<file path="src/rtl/ex_pkg.sv">
// Shared constants for the ex issue controller.
// State encoding and register-file geometry.
package ex_pkg;

    localparam logic [1:0] ST_RUN   = 2'd0;
    localparam logic [1:0] ST_LS    = 2'd1;
    localparam logic [1:0] ST_BRW   = 2'd2;
    localparam logic [1:0] ST_FLUSH = 2'd3;

    localparam int NREGS = 16;
    localparam int RW    = $clog2(NREGS);

endpackage

</file>
<file path="src/rtl/ex_scoreboard.sv">
// Pending-write scoreboard: one bit per register,
// set on issue, cleared on write-back, set wins.
module ex_scoreboard
    import ex_pkg::*;
(
    input  logic          clk,
    input  logic          rst,
    input  logic          set_en,
    input  logic [RW-1:0] set_addr,
    input  logic          clr_en,
    input  logic [RW-1:0] clr_addr,
    input  logic [RW-1:0] rd_addr,
    input  logic [RW-1:0] rs_addr,
    output logic          rd_pend,
    output logic          rs_pend
);

    logic [NREGS-1:0] pend;
    logic [NREGS-1:0] set_mask;
    logic [NREGS-1:0] clr_mask;

    always_comb begin
        set_mask = '0;
        clr_mask = '0;
        if (set_en) set_mask = NREGS'(1) << set_addr;
        if (clr_en) clr_mask = NREGS'(1) << clr_addr;
    end

    always_ff @(posedge clk) begin
        if (rst) pend <= '0;
        else     pend <= (pend & ~clr_mask) | set_mask;
    end

    // Lookups see the registered value only: no write-back bypass.
    assign rd_pend = pend[rd_addr];
    assign rs_pend = pend[rs_addr];

endmodule

</file>
<file path="src/rtl/ex_issue_ctrl.sv">
// Issue controller between decode and ex: hazard check,
// load/store occupancy and branch-resolve/flush sequencing.
module ex_issue_ctrl
    import ex_pkg::*;
#(
    parameter int LS_CYCLES    = 2,
    parameter int FLUSH_CYCLES = 2
)
(
    input  logic          clk,
    input  logic          rst,
    input  logic          dec_v_i,
    input  logic [RW-1:0] dec_rd_addr_i,
    input  logic [RW-1:0] dec_rs_addr_i,
    input  logic          dec_rd_rd_i,
    input  logic          dec_rs_rd_i,
    input  logic          dec_wb_i,
    input  logic          dec_ld_i,
    input  logic          dec_st_i,
    input  logic          dec_br_i,
    input  logic          ex_branch_en_i,
    input  logic          ex_wb_en_i,
    input  logic [RW-1:0] ex_rd_addr_i,
    output logic          ex_v_o,
    output logic          dec_stall_o,
    output logic          flush_o,
    output logic [1:0]    state_o
);

    localparam int CMAX = (LS_CYCLES > FLUSH_CYCLES) ? LS_CYCLES
                                                     : FLUSH_CYCLES;
    localparam int CW   = $clog2(CMAX + 1);

    localparam logic [CW-1:0] LS_INIT = CW'(LS_CYCLES - 1);
    localparam logic [CW-1:0] FL_INIT = CW'(FLUSH_CYCLES);
    localparam logic [CW-1:0] ONE     = CW'(1);

    logic [1:0]    state;
    logic [1:0]    state_n;
    logic [CW-1:0] cnt;
    logic [CW-1:0] cnt_n;
    logic          rd_pend;
    logic          rs_pend;
    logic          hazard;
    logic          issue;

    ex_scoreboard u_sb (
        .clk      (clk),
        .rst      (rst),
        .set_en   (issue & dec_wb_i),
        .set_addr (dec_rd_addr_i),
        .clr_en   (ex_wb_en_i),
        .clr_addr (ex_rd_addr_i),
        .rd_addr  (dec_rd_addr_i),
        .rs_addr  (dec_rs_addr_i),
        .rd_pend  (rd_pend),
        .rs_pend  (rs_pend)
    );

    // Third term blocks WAW on a still-pending destination.
    assign hazard = (dec_rd_rd_i & rd_pend)
                  | (dec_rs_rd_i & rs_pend)
                  | (dec_wb_i    & rd_pend);

    assign issue = ~rst & (state == ST_RUN) & dec_v_i & ~hazard;

    always_ff @(posedge clk) begin
        if (rst) begin
            state <= ST_RUN;
            cnt   <= '0;
        end else begin
            state <= state_n;
            cnt   <= cnt_n;
        end
    end

    always_comb begin
        state_n = state;
        cnt_n   = cnt;
        unique case (state)
            ST_RUN: begin
                if (issue) begin
                    if ((dec_ld_i | dec_st_i) && LS_CYCLES > 1) begin
                        state_n = ST_LS;
                        cnt_n   = LS_INIT;
                    end else if (dec_br_i) begin
                        state_n = ST_BRW;
                    end
                end
            end
            ST_LS, ST_FLUSH: begin
                if (cnt == ONE) state_n = ST_RUN;
                else            cnt_n   = cnt - ONE;
            end
            ST_BRW: begin
                if (ex_branch_en_i) begin
                    state_n = ST_FLUSH;
                    cnt_n   = FL_INIT;
                end else begin
                    state_n = ST_RUN;
                end
            end
            default: state_n = ST_RUN;
        endcase
    end

    always_comb begin
        ex_v_o      = 1'b0;
        dec_stall_o = 1'b0;
        flush_o     = 1'b0;
        if (!rst) begin
            unique case (state)
                ST_RUN: begin
                    ex_v_o      = dec_v_i & ~hazard;
                    dec_stall_o = dec_v_i & hazard;
                end
                ST_LS:    dec_stall_o = 1'b1;
                ST_BRW:   dec_stall_o = 1'b1;
                ST_FLUSH: flush_o     = 1'b1;
                default:  ;
            endcase
        end
    end

    assign state_o = rst ? ST_RUN : state;

endmodule

</file>
<file path="config.mk">
export PLATFORM = sky130hd
export DESIGN_NAME = ex_issue_ctrl
export DESIGN_NICKNAME = d
export VERILOG_FILES = /design/src/rtl/ex_pkg.sv /design/src/rtl/ex_scoreboard.sv /design/src/rtl/ex_issue_ctrl.sv
export SDC_FILE = /design/constraint.sdc
export NUM_CORES = 1
export LEC_CHECK = 0
export ABC_AREA = 0
export CORE_ASPECT_RATIO = 0.75
export CORE_MARGIN = 4
export CORE_UTILIZATION = 38
export DETAILED_ROUTE_END_ITERATION = 10
export GPL_ROUTABILITY_DRIVEN = 0
export GPL_TIMING_DRIVEN = 0
export PLACE_DENSITY = 0.68
export SKIP_LAST_GASP = 1
export SYNTH_ARGS = -nofsm -noshare
export SYNTH_HDL_FRONTEND = slang
export SYNTH_SLANG_ARGS = --single-unit
</file>
<file path="constraint.sdc">
create_clock -name clk -period 2.4 [get_ports clk]
set_input_delay 0.48 -clock clk [delete_from_list [all_inputs] [get_ports clk]]
set_output_delay 0.48 -clock clk [all_outputs]
set_load 0.02 [all_outputs]
</file>
# After elaboration in Yosys (flattened, before gate mapping)
# Cells that the tools add are included.
totals:
  memories: 0
  ff_bits: 20
  inputBits: 23
  mem_bits_rw: 0
  latchBits: 0
  elab_cells: 64
  mem_bits_ro: 0
op_classes:
  n_bitwise: 17
  n_addsub: 1
  n_mul: 0
  shifts: 2
  reduce_logical: 5
  n_lt_le_gt_ge: 2
  n_eq_ne: 10
  div: 0
  muxes: 24
op_table:
  columns: ["op", "n"]
  rows:
  - ["2-to-1 mux 16 bit", 2]
  - ["<< shifter 1 x 4 -> 16 bit, first input constant", 2]
  - ["2-to-1 mux 2 bit", 10]
  - ["bitwise AND 16 bit", 1]
  - ["NOT 16 bit", 1]
  - ["bitwise OR 16 bit", 1]
  - ["one-hot mux 2 bit (3 select lines)", 2]
  - ["less-than comparator 4 x 5 -> 1 bit, second input constant", 2]
  - ["bitwise AND 1 bit", 9]
  - ["binary-select mux 1 bit (select 4 bit)", 2]
  - ["inequality test 2 bit, second input constant", 4]
  - ["2-to-1 mux 1 bit", 7]
  - ["equality test 2 x 1 -> 1 bit, second input constant", 2]
  - ["equality test 2 bit, second input constant", 2]
  - ["AND reduction 4 bit", 1]
  - ["OR reduction 2 bit", 2]
  - ["inequality test 3 x 2 -> 1 bit, second input constant", 1]
  - ["bitwise OR 1 bit", 3]
  - ["AND reduction 3 bit", 1]
  - ["zero test 2 bit", 1]
  - ["inequality test 2 x 1 -> 1 bit, second input constant", 1]
  - ["NOT 1 bit", 2]
  - ["one-hot mux 1 bit (2 select lines)", 1]
  - ["subtractor 2 x 1 -> 2 bit, second input constant", 1]

# Longest topological paths before layout
# Gate-level depths: netlist of run 1.
logic_depth:
  word_depth: 10
  depth_mapped: 9

# Hierarchy
# A second synthesis of run 1 with hierarchy kept.
unflattened:
  hier_cells: 147
  hier_area_um2: 1356.3
by_module_without_submodules:
  columns: ["module", "instances", "seq_area_each_um2", "area_per_inst_um2", "cells_each"]
  rows:
  - ["ex_scoreboard", 1, 320.3, 922.1, 95]
  - ["ex_issue_ctrl", 1, 80.1, 434.2, 52]

# Least setup slack after synthesis of run 1
# Ideal clock, no wire load.
synth_timing:
  kind: "input -> output"
  from: "input dec_rd_addr_i[0]"
  to: "output dec_stall_o"
  setup_slack_ps: -13
  arrival_time_ps: 1933
  path_stages: 8
  cell_sequence: "clkbuf_1 nand2b_1 nor2_1 a21oi_1 o2111a_1 o21a_1 a21oi_1 nor3_1"
synth_between:
  elab_chain_cells: 8
  word_cells_on_any_way: 9
  classes_between: "mux: 4; bitwise: 5"
synth_rtl:
  columns: ["element", "line", "source"]
  rows:
  - ["start: declaration", "ex_issue_ctrl.sv:13", "input logic [RW-1:0] dec_rd_addr_i,"]
  - ["binary-select mux 1 bit (select 4 bit) *", "ex_scoreboard.sv:35", "assign rd_pend = pend[rd_addr];"]
  - ["2-to-1 mux 1 bit (not written as such) *", "ex_scoreboard.sv:35", null]
  - ["bitwise AND 1 bit", "ex_issue_ctrl.sv:61", "assign hazard = (dec_rd_rd_i & rd_pend)"]
  - ["bitwise OR 1 bit", "ex_issue_ctrl.sv:62", "| (dec_rs_rd_i & rs_pend)"]
  - ["bitwise OR 1 bit *", "ex_issue_ctrl.sv:63", "| (dec_wb_i & rd_pend);"]
  - ["bitwise AND 1 bit *", "ex_issue_ctrl.sv:115", "dec_stall_o = dec_v_i & hazard;"]
  - ["one-hot mux 1 bit (2 select lines) *", "ex_issue_ctrl.sv:112", "unique case (state)"]
  - ["2-to-1 mux 1 bit *", "ex_issue_ctrl.sv:111", "if (!rst) begin"]
  - ["end: declaration", "ex_issue_ctrl.sv:25", "output logic dec_stall_o,"]
# Every way passes the cells marked *; elsewhere a longest branch is shown, timed or not. The select of a mux whose other input is x is not followed.

# Worst setup path after layout of run 1
layout_timing:
  from: "input dec_rd_addr_i[1]"
  to: "output dec_stall_o"
# The elaborated chain is that of the path after synthesis.

==> impl_metrics.ini, run 1 <==
[synthesis]
yosysMostFrequentCell = a21oi_1
syn_area_per_cell_sq_um = 7.71
yosys.area.top_type = dfxtp_1
syn-cell-area_sq_um = 1490
async_reset_ff_frac = 0
ys.warnings.count = 0
synth_cell_types = 39
synth_cells = 193
yosysSeqAreaShare = 0.269
synthTopCellsByCount = 24 x a21oi_1, 20 x dfxtp_1, 18 x o21ai_0
yosys.area.top_type_share = 0.269
synth_edf_count = 0
synth_nets = 222
synth-main-ff-cell = dfxtp_1
synth_seq_cells = 20
synth.area.top_cells = dfxtp_1 27%, mux2i_1 9.4%, a21oi_1 8.1%, o21ai_0 6.1%, ha_1 5.0%

[setup_path]
start_kind = input pin
max_stage_delay_ns = 0.28
r2r_start = state[0]$_SDFFE_PP0P_
slowest_stage = o2111a_2
reg2reg_to = u_sb.pend[1]$_SDFF_PP0_
crit_family = compound AO/OA/AOI/OAI gates
crit_start = dec_rd_addr_i[1]
path_class = in2out
path_cells = buf_8 -> buf_6 -> buf_4 -> mux2i_1 -> a21oi_1 -> o2111a_2 -> o21a_1 -> a21oi_2 -> nor3_2 -> buf_4
r2r_cells = 7
cp_common_cell = buf_4
cp.buffers_inverters = 4
cp-end-kind = output pin
worstPathMaxFanout = 6
worstPathRequired_ns = 1.92
cp_data_arrival_time_ns = 1.93
reg2reg_slack_ns = 0.34

[min_path]
hp-start = u_sb.pend[12]$_SDFF_PP0_
hold_path_class = reg2reg
hold_depth = 2
hold_end = u_sb.pend[12]$_SDFF_PP0_

[clock_tree]
clockRootBuffer = clkbuf_8
cts_made_buffers = 3
htreeDepth = 1
clk_latency_ns = 0.27
clockBufferDepth = 2
numClockSinks = 20
ctsHoldBuffers = 0
clk_pin_slew_ns = 0.08
tritoncts = done

[floorplanning]
initial_utilization = 0.401
core_area_sq_um = 3710
dieHeight_um = 62.2
fp.dieW_um = 80.3
row_count = 19
die_area_sq_um = 4990
pin_count = 28

[timing]
hold_violations = 0
slew_headroom = 0.610
final_max_slew_viol_count = 0
tightest_slew_ns = 0.583
setup_viol = 1
worst_slack_ns = -0.0135
finalCritPeriodShare = 1.01
skew_ns = 0.00902
min_period_ns = 2.41
clock.fmax_mhz = 414
rsz0062_at_grt = yes

[drt]
num_vias = 1639
first_pass_iters = 4
drt-total-wl_um = 4720
drc = 0
wire_per_inst_um = 16.6
drtIter0Drc = 137
postRouteAntennaNets = 0
routed_via_density = 5.77

[grt]
grt_max_degree = 13
grt_pass1_wl_um = 7630
grt_pass1_vias = 1553
grt-ovfl-total = 0
grt_usage = 0.189
antenna_found_initial = 0

[flow_run]
maxCapViolations = 0

[status]
outcome = complete, but fails checks
violations = setup timing

[pwr]
swShare = 0.279
p_int_mw = 0.678
pwr-share-clk = 0.367
ir_worst_vdd_mv = 0.323
comb_power_share = 0.267
leakage_nw = 0.770
power.density_nw_per_um2 = 459
power_mw = 0.941
seq_power_share = 0.366
p_sw_mw = 0.263

[placed_design]
dp_hpwl_um = 3260
numPortBuffers = 25
dpl.cell_count = 270

[finish]
num-nets-final = 262
num-fill-cells = 357
diodes = 0
drive_above_1_share = 0.211
syn_to_final_growth_pct = 37.6
layoutNonFillerInstCount = 284
stage by stage:
stage | utilization | worst slack [ns] | hold WS (ns) | instance area [sq um] | TNS [ns]
3_3_place_gp | 0.488 | -1.13 | 0.478 | 1810 | -5.95
3_5_place_dp | 0.488 | -1.14 | 0.492 | 1810 | -5.96
5_1_grt | 0.553 | -0.0767 | 0.537 | 2050 | -0.141
4_1_cts | 0.547 | -0.0189 | 0.504 | 2030 | -0.0189
2_1_floorplan | - | 0.0789 | 0.458 | 1490 | 0
6_report | 0.553 | -0.0135 | 0.501 | 2050 | -0.0135
worst max-delay path by stage:
stage | endpoint | slack, ns | depth (start not counted)
finish | dec_stall_o | -0.01 | 10
global route | dec_stall_o | -0.08 | 9
CTS | dec_stall_o | -0.02 | 10
detailed placement | ex_v_o | -1.14 | 10
global placement | ex_v_o | -1.13 | 10
floorplan | ex_v_o | 0.08 | 7
placed cells by master, fill, tap and decap left out, types with 3 or more instances in the layout:
cell type	instances
buf_4	13
clkbuf_8	5
nand4_1	8
inv_1	6
nand2_1	6
nand3b_1	3
o21ai_0	18
nor3_1	4
dlygate4sd2_1	5
mux2i_1	14
ha_1	6
buf_6	3
clkbuf_1	5
nand3_1	14
nand2b_1	4
a21oi_1	23
nor2b_1	7
dfxtp_1	20
clkdlybuf4s50_1	13
nor2_1	12
power groups by stage:
| stage | sequential, mW | clock [mW] | combinational, mW |
|---|---|---|---|
| CTS | 0.344 | 0.353 | 0.240 |
| global placement | 0.352 | 0 | 0.206 |
| floorplan | 0.350 | 0 | 0.128 |
| global route | 0.346 | 0.372 | 0.270 |
| detailed placement | 0.352 | 0 | 0.205 |
| finish | 0.345 | 0.345 | 0.251 |
per-layer routing:
metal | up-vias | global-route usage | share of wire
met2 | 68 | 0.255 | 0.42
li1 | 795 | - | -
met3 | 4 | 0.0462 | 0.093
met5 | - | 0 | 0
met1 | 772 | 0.289 | 0.48
met4 | 0 | 0.0591 | 0.0095
state kept, by name, indices dropped and copies added (netlist names):
register	flops
cnt	2
u_sb.pend	16
state	2
tightest hold or removal path, delay by kind of cell (launching register included):
| family | cells | cell delay (ns) |
|---|---|---|
| AO/OA/AOI/OAI | 2 | 0.13 |
| flip-flops | 1 | 0.33 |
cell families after synthesis:
logic type,count (synthesis),share of synthesized area
AOI/OAI and AO/OA,61,0.250
adders and majority gates,6,0.0504
buffers and inverters,17,0.0563
DFF,20,0.269
muxes,15,0.104
and+or+nand+nor,74,0.270
what timing repair did:
action                                  4_1_cts  5_1_grt
resized for setup                            60        5
endpoints found under the setup margin        2        3
hold endpoints to repair                      0        0
buffers inserted                             10        0
pin swaps                                    14        9
layout make-up:
class | count | area (sq um) | share of cell area
multi-input combinational | 156 | 1090 | 0.531
inverter | 6 | 22.5 | 0.0110
timing repair buffer | 35 | 308 | 0.150
buffer | 11 | 95.1 | 0.0464
sequential | 20 | 400 | 0.195
tap | 52 | 65.1 | 0.0317
clock buffer | 3 | 41.3 | 0.0201
clock inverter | 1 | 30.0 | 0.0147
No activity file was read; power rests on OpenSTA's default activity.
==> inputs of run 2 (changes only) <==
--- a/config.mk
+++ b/config.mk
@@ -5,14 +5,14 @@
 export SDC_FILE = /design/constraint.sdc
 export NUM_CORES = 1
 export LEC_CHECK = 0
-export ABC_AREA = 0
+export ABC_AREA = 1
 export CORE_ASPECT_RATIO = 0.75
 export CORE_MARGIN = 4
-export CORE_UTILIZATION = 38
+export CORE_UTILIZATION = 50
 export DETAILED_ROUTE_END_ITERATION = 10
 export GPL_ROUTABILITY_DRIVEN = 0
 export GPL_TIMING_DRIVEN = 0
-export PLACE_DENSITY = 0.68
+export PLACE_DENSITY = 0.83
 export SKIP_LAST_GASP = 1
 export SYNTH_ARGS = -nofsm -noshare
 export SYNTH_HDL_FRONTEND = slang
==> run 2 against run 1 <==
The run now ends clean; critical endpoint is now state_o[0]; clock-buffer cell count increased by 1; synthesized cell count increased by 35%; sequential cell count unchanged; largest power group is now combinational logic.
==> impl_metrics.ini, run 2 <==
[status]
outcome = finished, final reports clean

[timing]
slew_headroom = 0.689
tightest_slew_ns = 0.467
clock.fmax_mhz = 429
min_period_ns = 2.33
setup_viol = 0
fin_hold_ws_ns = 0.501
skew_ns = 0.00364
hold_violations = 0
finalCritPeriodShare = 0.972
final_max_slew_viol_count = 0

[floorplanning]
fp.dieW_um = 73.9
row_count = 17
pin_count = 28
initial_utilization = 0.539
die_area_sq_um = 4240
core_area_sq_um = 3020
dieHeight_um = 57.4

[synthesis]
syn_area_per_cell_sq_um = 6.26
async_reset_ff_frac = 0
ys.warnings.count = 0
synth_nets = 289
synthTopCellsByCount = 58 x nand2_1, 34 x nand3_1, 31 x inv_1
synth.area.top_cells = dfxtp_1 25%, nand2_1 13%, nand3_1 10%, inv_1 7.1%, nand3_2 5.5%
synth_seq_cells = 20
synth_edf_count = 0
yosys.area.top_type_share = 0.246
synth-main-ff-cell = dfxtp_1
syn-cell-area_sq_um = 1630
synth_cells = 260
synth_cell_types = 26
yosys.area.top_type = dfxtp_1
yosysSeqAreaShare = 0.246
yosysMostFrequentCell = nand2_1

[drt]
drt-total-wl_um = 4470
first_pass_iters = 4
postRouteAntennaNets = 0
drtIter0Drc = 158
drc = 0
routed_via_density = 5.52
num_vias = 1801
wire_per_inst_um = 13.7

[clock_tree]
cts_made_buffers = 3
ctsHoldBuffers = 0
clk_pin_slew_ns = 0.07
clk_latency_ns = 0.26
clockRootBuffer = clkbuf_8
postCtsSetupBuffers = 0
clockBufferDepth = 2
tritoncts = done
numClockSinks = 20
htreeDepth = 1

[finish]
top_regs = u_sb.pend: 16 flops, cnt: 2 flops, state: 2 flops
final_cell_mix = 58 x nand2_1, 33 x nand3_1, 30 x inv_1
num-nets-final = 318
syn_to_final_growth_pct = 21.8
final_area_sq_um = 1980
drive_above_1_share = 0.163
regMostFlops = u_sb.pend
diodes = 0
layout_commonest_cell = nand2_1
largest_register_ffs = 16

[pwr]
comb_power_share = 0.474
swShare = 0.416
ir_worst_vdd_mv = 0.594
leakage_nw = 0.827
pwr-share-clk = 0.202
power.density_nw_per_um2 = 644
seq_power_share = 0.324
p_sw_mw = 0.531
p_int_mw = 0.746

[grt]
antenna_found_initial = 0
grt_pass1_vias = 1533
grt_max_degree = 12
grt-ovfl-total = 0
grt_pass1_wl_um = 7190
grt_usage = 0.216

[setup_path]
worstPathRequired_ns = 1.92
start_kind = input pin
reg2reg_slack_ns = 0.59
cp-end-kind = output pin
path_class = in2out
cp.buffers_inverters = 4
path_cells = clkdlybuf4s50_1 -> clkbuf_4 -> buf_4 -> nor2_1 -> dlygate4sd2_1
slowest_stage = clkdlybuf4s50_1
cp_data_arrival_time_ns = 1.85
crit_family = buffers and inverters
worstPathMaxFanout = 10
max_stage_delay_ns = 0.51

[flow_run]
maxCapViolations = 0

[placed_design]
numPortBuffers = 24
postPlaceCellArea_sq_um = 1920
dp_hpwl_um = 3420

[min_path]
hold_path_class = reg2reg
[run 2: final timing paths]
check | startpoint | endpoint | cells past startpoint
max reg2reg | state[0]$_SDFFE_PP0P_ | cnt[1]$_SDFFE_PP0P_ | 10
min | u_sb.pend[1]$_SDFF_PP0_ | u_sb.pend[1]$_SDFF_PP0_ | 2
max | rst | state_o[0] | 5
min reg2reg | u_sb.pend[1]$_SDFF_PP0_ | u_sb.pend[1]$_SDFF_PP0_ | 2
[run 2: metal layers]
metal  GRT usage  vias to the layer above  share of wire
li1            -                      913              -
met1       0.327                      802           0.46
met2       0.302                       76           0.42
met3      0.0511                       10           0.11
met4      0.0543                        0          0.015
met5           0                        -              0
[run 2: cells by family after synthesis]
logic type / synth area share
simple gates: 0.419
compound gates: 0.173
buf+inv: 0.116
flops: 0.246
fa+ha+maj: 0.0461
[run 2: worst register-to-register path, cell delays in order (launching register included)]
cell and delay [ns]:
dfxtp_1 0.49, inv_1 0.14, ha_1 0.27, inv_1 0.10, nor3_1 0.05, inv_1 0.08
o21ai_0 0.09, a21oi_1 0.23, nand2_1 0.11, nor2_1 0.10, nor2_1 0.05
[run 2: metrics by stage]
| stage | worst slack, ns | total power, mW | utilization | instances | setup TNS [ns] |
|---|---|---|---|---|---|
| final | 0.0663 | 1.28 | 0.657 | 326 | 0 |
| after global routing | -0.0123 | 1.38 | 0.657 | 326 | -0.0306 |
| after CTS | -0.0814 | 1.27 | 0.655 | 326 | -0.0814 |
| after detailed placement | -0.825 | 1.03 | 0.634 | 322 | -3.76 |
| after global placement | -0.820 | 1.01 | 0.634 | 322 | -3.74 |
| after floorplan | 0.350 | 0.843 | - | 260 | 0 |
[run 2: power groups by stage]
stage	logic (mW)	registers (mW)	clock network, mW
after CTS	0.597	0.410	0.259
after global placement	0.597	0.417	0
after detailed placement	0.609	0.419	0
after floorplan	0.438	0.405	0
after global routing	0.684	0.416	0.276
final	0.606	0.413	0.258
[run 2: layout make-up]
| class | instances | area, sq um |
|---|---|---|
| well taps | 38 | 47.5 |
| repair buffers | 24 | 220 |
| multi-input cells | 195 | 1040 |
| inverters | 36 | 143 |
| clock buffers | 4 | 55.1 |
| flip-flops and latches | 20 | 400 |
| plain buffers | 9 | 73.8 |
| fillers | 271 | 1040 |
[run 2: repair_timing]
action | CTS | global route
gates resized for setup | 26 | 9
cloned | 0 | 0
pin swaps | 0 | 0
setup endpoints to repair | 5 | 2
==> inputs of run 3 (changes only) <==
--- a/config.mk
+++ b/config.mk
@@ -10,9 +10,10 @@
 export CORE_MARGIN = 4
 export CORE_UTILIZATION = 50
 export DETAILED_ROUTE_END_ITERATION = 10
+export DONT_BUFFER_PORTS = 1
 export GPL_ROUTABILITY_DRIVEN = 0
 export GPL_TIMING_DRIVEN = 0
-export PLACE_DENSITY = 0.83
+export PLACE_DENSITY = 0.72
 export SKIP_LAST_GASP = 1
 export SYNTH_ARGS = -nofsm -noshare
 export SYNTH_HDL_FRONTEND = slang
==> run 3 against run 2 <==
Clock skew grew 0.0015 ns; maximum frequency grew 4.7%; cell count shrank 7.4%; critical endpoint is now flush_o; sequential share of layout area grew 2.9 points; highest routed layer unchanged; sequential power shrank 1%; power shrank 5.3%; clock power grew 3%.
==> impl_metrics.ini, run 3 (synthesis gave the netlist of run 2 again) <==
[status]
outcome = finished, final reports clean

[drt]
drt-total-wl_um = 4340
postRouteAntennaNets = 0
routed_via_density = 5.63
first_pass_iters = 4
drtIter0Drc = 197
drc = 0
num_vias = 1701
wire_per_inst_um = 14.4

[setup_path]
cp_data_arrival_time_ns = 1.75
worstPathRequired_ns = 1.92
slowest_stage = buf_1
crit_family = buffers and inverters
path_cells = clkbuf_1 -> buf_1 -> nor2_1
start_kind = input pin
cp-end-kind = output pin
max_stage_delay_ns = 0.59
cp.buffers_inverters = 2
worstPathMaxFanout = 10
path_class = in2out

[finish]
syn_to_final_growth_pct = 6.30
drive_above_1_share = 0.144
layout_commonest_cell = nand2_1
num-fill-cells = 302
diodes = 0
final_cell_mix = 58 x nand2_1, 34 x nand3_1, 31 x inv_1
regMostFlops = u_sb.pend
top_regs = u_sb.pend: 16 flops, cnt: 2 flops, state: 2 flops
largest_register_ffs = 16
final_area_sq_um = 1730
layoutNonFillerInstCount = 302
num-nets-final = 294

[pwr]
ir_worst_vdd_mv = 0.558
leakage_nw = 0.694
power.density_nw_per_um2 = 699

[placed_design]
dp_hpwl_um = 3370
postPlaceCellArea_sq_um = 1680
dpl.cell_count = 298
numPortBuffers = 0

[timing]
tightest_slew_ns = 0.682
finalCritPeriodShare = 0.929
rsz0062_at_grt = no
min_period_ns = 2.23
clock.fmax_mhz = 449
hold_violations = 0
finalSetupTns_ns = 0
skew_ns = 0.00518
slew_headroom = 0.545
setup_viol = 0
final_max_slew_viol_count = 0

[clock_tree]
htreeDepth = 1
clk_pin_slew_ns = 0.08
clk_latency_ns = 0.26
ctsHoldBuffers = 0
clockRootBuffer = clkbuf_8
tritoncts = done
numClockSinks = 20
cts_made_buffers = 3
clockBufferDepth = 2
postCtsSetupBuffers = 0
post_cts_resized = 0

[floorplanning]
row_count = 17
pin_count = 28
initial_utilization = 0.539
die_area_sq_um = 4240
fp.dieW_um = 73.9
core_area_sq_um = 3020
dieHeight_um = 57.4

[grt]
antenna_found_initial = 0
grt_pass1_wl_um = 7400
grt-ovfl-total = 0
grt_pass1_vias = 1521
grt_usage = 0.223
grt_max_degree = 12

[flow_run]
maxCapViolations = 0

[min_path]
hold_path_class = in2reg
-- run 3: worst register-to-register path: cells and delay by family, from the launching register on --
family | cells | cell delay, ns
AOI/OAI and AO/OA | 2 | 0.32
adders and majority gates | 1 | 0.27
buffers and inverters | 3 | 0.33
DFF | 1 | 0.46
and+or+nand+nor | 5 | 0.33
-- run 3: per-layer routing --
layer | GRT usage | vias up | wire length, um
met1 | 0.358 | 762 | 2080
met4 | 0.0310 | 0 | 23
met2 | 0.306 | 74 | 1780
li1 | - | 860 | -
met5 | 0 | - | 0
met3 | 0.0440 | 5 | 460
-- run 3: cell type report --
class | instances | area [sq um] | share of cell area
inverter | 36 | 138 | 0.0795
buffer | 9 | 51.3 | 0.0296
sequential | 20 | 400 | 0.231
clock buffer | 4 | 55.1 | 0.0318
multi-input combinational | 195 | 1040 | 0.600
tap | 38 | 47.5 | 0.0275
-- run 3: path summary, 6_finish.rpt --
kind                                 from                      end  slack [ns]  cells after the start
hold reg to reg   u_sb.pend[4]$_SDFF_PP0_  u_sb.pend[4]$_SDFF_PP0_        0.51                      2
setup / recovery                      rst                  flush_o        0.17                      3
hold / removal                        rst    state[1]$_SDFFE_PP0P_        0.46                      3
setup reg to reg    state[0]$_SDFFE_PP0P_      cnt[1]$_SDFFE_PP0P_        0.63                     11
-- run 3: power breakdown --
| part | switching [mW] | internal [mW] | leakage, nW | total, mW |
|---|---|---|---|---|
| Combinational | 0.353 | 0.183 | 0.504 | 0.536 |
| Sequential | 0.0392 | 0.369 | 0.162 | 0.408 |
| Clock | 0.119 | 0.146 | 0.0288 | 0.265 |
| Total | 0.511 | 0.699 | 0.694 | 1.21 |
-- run 3: stage by stage --
stage,hold slack [ns],util,setup WS (ns),total power [mW]
final,0.459,0.573,0.171,1.21
after global routing,0.479,0.573,0.0323,1.33
after CTS,0.452,0.573,0.182,1.21
after detailed placement,0.485,0.555,0.184,0.941
after global placement,0.482,0.555,0.200,0.935
after floorplan,0.454,-,0.350,0.843
